`config.mk`:
```
export PLATFORM = sky130hd
export DESIGN_NAME = alu_mul_seq
export DESIGN_NICKNAME = d
export VERILOG_FILES = /design/src/rtl/alu_mul_seq.sv
export SDC_FILE = /design/constraint.sdc
export NUM_CORES = 1
export LEC_CHECK = 0
export ABC_CLOCK_PERIOD_IN_PS = 2730
export CAP_MARGIN = 20
export CORE_MARGIN = 2
export CORE_UTILIZATION = 47
export DETAILED_ROUTE_END_ITERATION = 10
export GPL_ROUTABILITY_DRIVEN = 0
export PLACE_DENSITY = 0.81
export SYNTH_ARGS = -nofsm -noshare
export SYNTH_HDL_FRONTEND = slang
export SYNTH_SLANG_ARGS = --single-unit
```
`constraint.sdc`:
```
create_clock -name clk -period 2.73 [get_ports clk]
set_input_delay 0.273 -clock clk [delete_from_list [all_inputs] [get_ports clk]]
set_output_delay 0.273 -clock clk [all_outputs]
set_load 0.02 [all_outputs]
```
`src/rtl/alu_mul_seq.sv`:
```
// Sequential 12x12 shift-add multiplier that drives an external combinational ALU as its datapath.
// Optional MUL_SIGNED_EN adds req_signed and a two-step two's-complement correction.
module alu_mul_seq #(
    parameter int unsigned ITER = 12
) (
    input  logic        clk,
    input  logic        rst,
    input  logic        req_valid,
    output logic        req_ready,
    input  logic [11:0] req_a,
    input  logic [11:0] req_b,
`ifdef MUL_SIGNED_EN
    input  logic        req_signed,
`endif
    output logic        resp_valid,
    input  logic        resp_ready,
    output logic [23:0] resp_prod,
    output logic        resp_zero,
    output logic [11:0] alu_a,
    output logic [11:0] alu_b,
    output logic [4:0]  alu_op,
    output logic [3:0]  alu_cond,
    output logic [4:0]  alu_flg_in,
    input  logic [11:0] alu_q,
    input  logic [4:0]  alu_flg_out
);

    localparam logic [4:0] OpNop = 5'h00;
    localparam logic [4:0] OpAdd = 5'h04;
    localparam logic [4:0] OpSub = 5'h06;
    localparam logic [4:0] OpRrc = 5'h0b;
    localparam logic [3:0] CntLast = 4'(ITER - 1);

    typedef enum logic [2:0] {
        StIdle, StAdd, StRhi, StRlo, StCa, StCb, StDone
    } state_t;

    state_t      state_q;
    logic [11:0] mcand_q;
    logic [11:0] hi_q;
    logic [11:0] lo_q;
    logic        k_q;
    logic [3:0]  cnt_q;
`ifdef MUL_SIGNED_EN
    logic        sgn_q;
    logic [11:0] b_orig_q;
`endif

    // Only the carry flag feeds back into the sequence.
    logic unused_flg;
    assign unused_flg = ^{alu_flg_out[4:3], alu_flg_out[1:0]};

    assign alu_cond = 4'hf;

    always_comb begin
        alu_op     = OpNop;
        alu_a      = '0;
        alu_b      = '0;
        alu_flg_in = '0;
        case (state_q)
            StAdd: begin
                alu_op = OpAdd;
                alu_a  = hi_q;
                alu_b  = lo_q[0] ? mcand_q : 12'h000;
            end
            StRhi: begin
                alu_op     = OpRrc;
                alu_b      = hi_q;
                alu_flg_in = {2'b00, k_q, 2'b00};
            end
            StRlo: begin
                alu_op     = OpRrc;
                alu_b      = lo_q;
                alu_flg_in = {2'b00, k_q, 2'b00};
            end
`ifdef MUL_SIGNED_EN
            // Subtract the cross terms that the unsigned product over-counts for negative operands.
            StCa: begin
                alu_op = OpSub;
                alu_a  = hi_q;
                alu_b  = (sgn_q & mcand_q[11]) ? b_orig_q : 12'h000;
            end
            StCb: begin
                alu_op = OpSub;
                alu_a  = hi_q;
                alu_b  = (sgn_q & b_orig_q[11]) ? mcand_q : 12'h000;
            end
`endif
            default: ;
        endcase
    end

    always_ff @(posedge clk or posedge rst) begin
        if (rst) begin
            state_q    <= StIdle;
            mcand_q    <= '0;
            hi_q       <= '0;
            lo_q       <= '0;
            k_q        <= 1'b0;
            cnt_q      <= '0;
            req_ready  <= 1'b1;
            resp_valid <= 1'b0;
            resp_prod  <= '0;
            resp_zero  <= 1'b1;
`ifdef MUL_SIGNED_EN
            sgn_q      <= 1'b0;
            b_orig_q   <= '0;
`endif
        end else begin
            case (state_q)
                StIdle: begin
                    if (req_valid) begin
                        mcand_q   <= req_a;
                        lo_q      <= req_b;
                        hi_q      <= '0;
                        k_q       <= 1'b0;
                        cnt_q     <= '0;
                        req_ready <= 1'b0;
`ifdef MUL_SIGNED_EN
                        sgn_q     <= req_signed;
                        b_orig_q  <= req_b;
`endif
                        state_q   <= StAdd;
                    end
                end
                StAdd: begin
                    hi_q    <= alu_q;
                    k_q     <= alu_flg_out[2];
                    state_q <= StRhi;
                end
                StRhi: begin
                    hi_q    <= alu_q;
                    k_q     <= alu_flg_out[2];
                    state_q <= StRlo;
                end
                StRlo: begin
                    lo_q <= alu_q;
                    if (cnt_q == CntLast) begin
`ifdef MUL_SIGNED_EN
                        state_q    <= StCa;
`else
                        state_q    <= StDone;
                        resp_valid <= 1'b1;
                        resp_prod  <= {hi_q, alu_q};
                        resp_zero  <= ({hi_q, alu_q} == 24'h000000);
`endif
                    end else begin
                        cnt_q   <= cnt_q + 4'd1;
                        state_q <= StAdd;
                    end
                end
`ifdef MUL_SIGNED_EN
                StCa: begin
                    hi_q    <= alu_q;
                    state_q <= StCb;
                end
                StCb: begin
                    hi_q       <= alu_q;
                    state_q    <= StDone;
                    resp_valid <= 1'b1;
                    resp_prod  <= {alu_q, lo_q};
                    resp_zero  <= ({alu_q, lo_q} == 24'h000000);
                end
`endif
                StDone: begin
                    if (resp_ready) begin
                        resp_valid <= 1'b0;
                        req_ready  <= 1'b1;
                        state_q    <= StIdle;
                    end
                end
                default: state_q <= StIdle;
            endcase
        end
    end

endmodule

```
# Yosys cells after proc, flatten, opt, wreduce, memory -nomap -nowiden

Cells that the tools add are included.

Register bits: 71
Input port bits: 45
Output and inout port bits: 65
Word-level logic and storage cells: 59

$add $sub $neg: 1
Eq/ne operators: 9
Muxes and demuxes: 23
Reduce and logical (&&, ||, !) cells: 16

Operator list:

| kind                | number |
|---|---|
| $mux 12             | 4 |
| $pmux 12 s2         | 2 |
| $pmux 12 s3         | 1 |
| $logic_not 24->1    | 1 |
| $pmux 4 s2          | 2 |
| $pmux 3 s5          | 1 |
| $mux 3              | 4 |
| $reduce_and 2->1    | 5 |
| $reduce_and 3->1    | 3 |
| $mux 4              | 2 |
| $ne 2x2->1 const B  | 4 |
| $reduce_bool 2->1   | 4 |
| $eq 3x2->1 const B  | 2 |
| $pmux 1 s2          | 3 |
| $add 4x1->4 const B | 1 |
| $eq 4x4->1 const B  | 1 |
| $mux 1              | 4 |
| $reduce_or 2->1     | 2 |
| $eq 3x1->1 const B  | 1 |
| $eq 3x3->1 const B  | 1 |
| $logic_not 3->1     | 1 |

# Longest topological paths before layout

Word-level depth: 4
Gate-level depth with buffers: 6
Gate-level depth less buffers: 4

# Least setup slack after synthesis

No wires, ideal clock.

Kind: register -> output
Start point: register state_q[1]
End point: output port alu_a[10]
Arrival time: 1461 ps
Data required time: 2457 ps
Setup slack: 996 ps
Stages on the path, launching flop included: 5
Buffers on the path: 2
Cells stage by stage: dfrtp_1 buf_6 nor3b_1 clkbuf_1 and2_1

Cells in the longest elaborated chain, start to end: 2

Ends and longest elaborated chain:

| item                     | line | source |
|---|---|---|
| start: declaration       | 38   | `state_t state_q;` |
| start signal: assignment | 95   | `state_q <= StIdle;` |
| start signal: assignment | 123  | `state_q <= StAdd;` |
| start signal: assignment | 129  | `state_q <= StRhi;` |
| $eq 3x1->1               | 60   | `case (state_q)` |
| $mux 12                  | 60   |  |
| end: declaration         | 19   | `output logic [11:0] alu_a,` |

No other way between the ends.

# Worst setup path in the final report

Start point: register state_q[2]
End point: output port alu_b[9]

Cells in the longest elaborated chain, start to end: 2
Elaborated cells on any way between the ends: 4
Classes of those cells: eq/ne (3); mux (1)

Ends and longest elaborated chain:

| item                                            | line | source |
|---|---|---|
| $eq 3x2->1 / $eq 3x1->1 (equally long branches) | 60   |  |
| $pmux 12 s3 *                                   | 60   |  |
| end: declaration                                | 20   | `output logic [11:0] alu_b,` |

Mark *: on every way between the ends. The rest lies on a longest branch, timed or not.

==> impl_summary.txt <==
----------------------------------------------------
[Run status]
  Result of the run ... completed

[CTS]
  CTS tree ... done
  Clk pin slew, worst setup/hold paths ... around 0.080 ns
  Clock latency of the later-clocked register in the worst-skew pair ... 0.34 ns
  Root Buffer ... sky130_fd_sc_hd__clkbuf_8
  Longest Clk Path Bufs ... 2
  Num CTS Buffers ... 9
  Deepest level of the CTS H-tree ... 3
  Post-CTS setup repair buffer count ... 0
  Clk sinks ... 71
  # hold bufs at CTS ... 0

[Pwr]
  Worst-case vdd ir drop ... 0.724 mV
  P per Cell Area ... 1300 nW/um^2
  Leakage dissipation ... 1.94 nW

[Logic synthesis]
  Mean area per synthesized cell ... 12.4 sq um
  Number of storage elements in the synthesis netlist ... 71
  Share of synthesized registers carrying an async set or reset ... 100%
  Mapped cell area ... 3460 sq um
  Number of warnings issued by yosys ... 0
  Unique cell type count in the Yosys netlist ... 43
  Fraction of the yosys area taken by sequential cells ... 51.4%
  Post-Syn Instances ... 278
  Post-synth top flop ... sky130_fd_sc_hd__dfrtp_1
  Number of synthesized flops with an enable pin ... 0

[Floorplan]
  Total core area ... 7180 sq um
  Die width ... 89.8 microns
  Die Span Y ... ~90 microns
  Placement row count ... 31
  Initial cell density of the core ... 48.2%
  Full die area ... 8060 sq um
  I/O pin count ... 110

[Layout]
  Net total in the final layout ... 419
  Non-filler instance count after layout ... between 400 and 500
  Commonest non-fill, non-tap cell in the layout ... sky130_fd_sc_hd__clkdlybuf4s50_1
  Most used cells in the layout excluding fill and tap cells ... sky130_fd_sc_hd__clkdlybuf4s50_1, sky130_fd_sc_hd__dfrtp_1, sky130_fd_sc_hd__mux2_2, sky130_fd_sc_hd__mux2i_1, sky130_fd_sc_hd__a21oi_1
  Layout cells sized above 1 ... 19.3%
  Number of diodes added for antenna fixing ... 0
  Syn-to-layout area delta ... 33.5%

[Route]
  Number of DRC violations after detailed-routing iteration 0 ... 127
  Remaining number of nets flagged by the antenna check after routing ... 0
  Number of search-and-repair iterations in the first detailed-routing pass ... 4
  Via density per instance ... between 5 and 6
  DRC viols ... 0
  DR WL/cell ... between 15 and 20 microns
  Wirelength, routed ... between 8 and 9 mm
  Total via count after detailed routing ... ~2,500

[Setup path]
  FF-to-FF path depth ... 4
  Data arrival time of the critical path ... 2.21 ns
  Internal reg-to-reg setup slack ... 0.77 ns
  Capture point of the worst reg-to-reg path ... resp_prod[5]$_DFFE_PP0P_
  Endpoint of the worst setup timing path ... alu_b[9]
  CP Capture Type ... output port
  Startpoint of the most critical register-to-register path ... cnt_q[1]$_DFFE_PP0P_
  Worst Path Max Fanout ... 11
  Critical path class ... reg2out
  Required arrival time at the worst endpoint ... 2.46 ns
  Origin of the worst setup path ... state_q[2]$_DFFE_PP0P_
  Crit start category ... flop

[STA]
  Final Setup Violations ... 0
  Setup repair after global routing missed its margin ... no
  Shortest period the worst path allows ... 2.48 ns
  Final count of hold timing violations ... 0
  Final Slew Violations ... 0
  Post-Route Skew ... 0.00663 ns
  Slew at the pin closest to its max-slew limit ... ~0.70 ns
  Setup TNS ... 0 ns
  Worst slew slack as a fraction of its limit ... 53.1%
  Share of the clock period used by the worst path after layout ... 90.9%
  FMAX ... 403 MHz
  Tightest hold margin ... roughly 0.31 ns

[Global route]
  Number of antenna violations at the first check in global routing ... 0
  Wire length of the first global-routing pass ... ~13 mm
  Congestion Overflow GR ... 0
  Overall fraction of global-route tracks in use ... between 20% and 30%
  Pin count of the biggest net entering global routing ... 33
  Via count of the first global-routing pass ... 2,555

[Placed design]
  Total instance count after detailed placement ... 461
  HPWL after detailed placement ... ~6.0 mm
  Count of input and output buffers ... between 90 and 100

[Min path]
  Path class of the lowest-slack min-delay path ... in2async

[Job]
  Maximum capacitance violations ... 0

----------------------------------------------------
==> logic make-up after synthesis <==
family / share of synthesized area (%)
flops: 51.4
mux: 19.6
compound gates: 11.4
simple gates: 9.70
buf+inv: 7.05
other cells: 0.217
fa+ha+maj: 0.362
xor+xnor: 0.253
==> flip-flops by register name, indices dropped and copies added (netlist names) <==
register and cells:
req_ready 1, state_q 3, k_q 1, cnt_q 4
resp_prod 24, hi_q 12, mcand_q 12, lo_q 12
resp_zero 1, resp_valid 1
==> synthesized netlist by cell type (all sizes together), types with 2 or more instances <==
cell / count / area share, %
nand3: 2 / 0.29
buf: 28 / 6.5
nor4: 6 / 1.1
clkbuf: 2 / 0.22
nand2: 2 / 0.22
and2: 14 / 2.5
a21oi: 16 / 2.3
dfrtp: 69 / 50
a21o: 3 / 0.65
nor2: 16 / 2.0
nor3b: 3 / 0.65
o2bb2ai: 11 / 2.8
o21ai: 2 / 0.29
nand3b: 2 / 0.90
nor4b: 2 / 0.94
mux2: 37 / 12
a22o: 15 / 3.8
mux2i: 26 / 7.5
conb: 2 / 0.22
inv: 3 / 0.33
dfstp: 2 / 1.5
==> power by group <==
| part | internal (mW) | total, mW | switching, mW |
|---|---|---|---|
| Combinational | 1.61 | 3.23 | 1.62 |
| Sequential | 1.56 | 1.93 | 0.372 |
| Clock | 0.442 | 0.827 | 0.386 |
==> final cells by class <==
class,count,area (sq um)
fillers,574,2560
flip-flops and latches,71,1780
inverters,3,11.3
clock inverters,6,60.1
well taps,99,124
repair buffers,107,1040
clock buffers,10,138
multi-input cells,181,1460
==> critical path, stage by stage, from the launching register on <==
cell and delay, ns:
sky130_fd_sc_hd__dfrtp_1 0.49, sky130_fd_sc_hd__nor3b_1 0.26, sky130_fd_sc_hd__and2_2 0.32, sky130_fd_sc_hd__o2bb2ai_1 0.15, sky130_fd_sc_hd__clkdlybuf4s50_1 0.64
==> per-stage QoR <==
| stage | worst slack, ns | util, % | total power, mW | instance area (sq um) |
|---|---|---|---|---|
| floorplan | 0.664 | - | 3.93 | 3480 |
| global placement | 0.530 | 61.6 | 5.12 | 4420 |
| detailed placement | 0.501 | 61.6 | 5.21 | 4420 |
| CTS | 0.107 | 64.3 | 6.05 | 4620 |
| global route | 0.110 | 64.4 | 6.36 | 4620 |
| finish | 0.248 | 64.4 | 5.99 | 4620 |
==> how the worst min path moves through the flow <==
stage | start | to | slack [ns] | depth (start not counted)
floorplan | resp_ready | state_q[1]$_DFFE_PP0P_ | 0.38 | 1
global placement | k_q$_DFFE_PP0P_ | k_q$_DFFE_PP0P_ | 0.49 | 1
detailed placement | resp_prod[6]$_DFFE_PP0P_ | resp_prod[6]$_DFFE_PP0P_ | 0.50 | 1
CTS | rst | lo_q[8]$_DFFE_PP0P_ | 0.32 | 2
global route | rst | mcand_q[6]$_DFFE_PP0P_ | 0.35 | 2
finish | rst | cnt_q[1]$_DFFE_PP0P_ | 0.31 | 2
==> metal layers <==
metal	global-route usage (%)	vias up	share of wire (%)
li1	-	1174	-
met4	8.97	0	1.9
met3	4.36	13	4.4
met5	0	-	0
met2	34.8	71	50
met1	26.3	1270	43
==> what timing repair did <==
action / CTS / global route
resized for setup: 0 / 1
endpoints found under the hold margin: 0 / 0
setup endpoints to repair: 0 / 8
(Power assumes the default switching activity.)
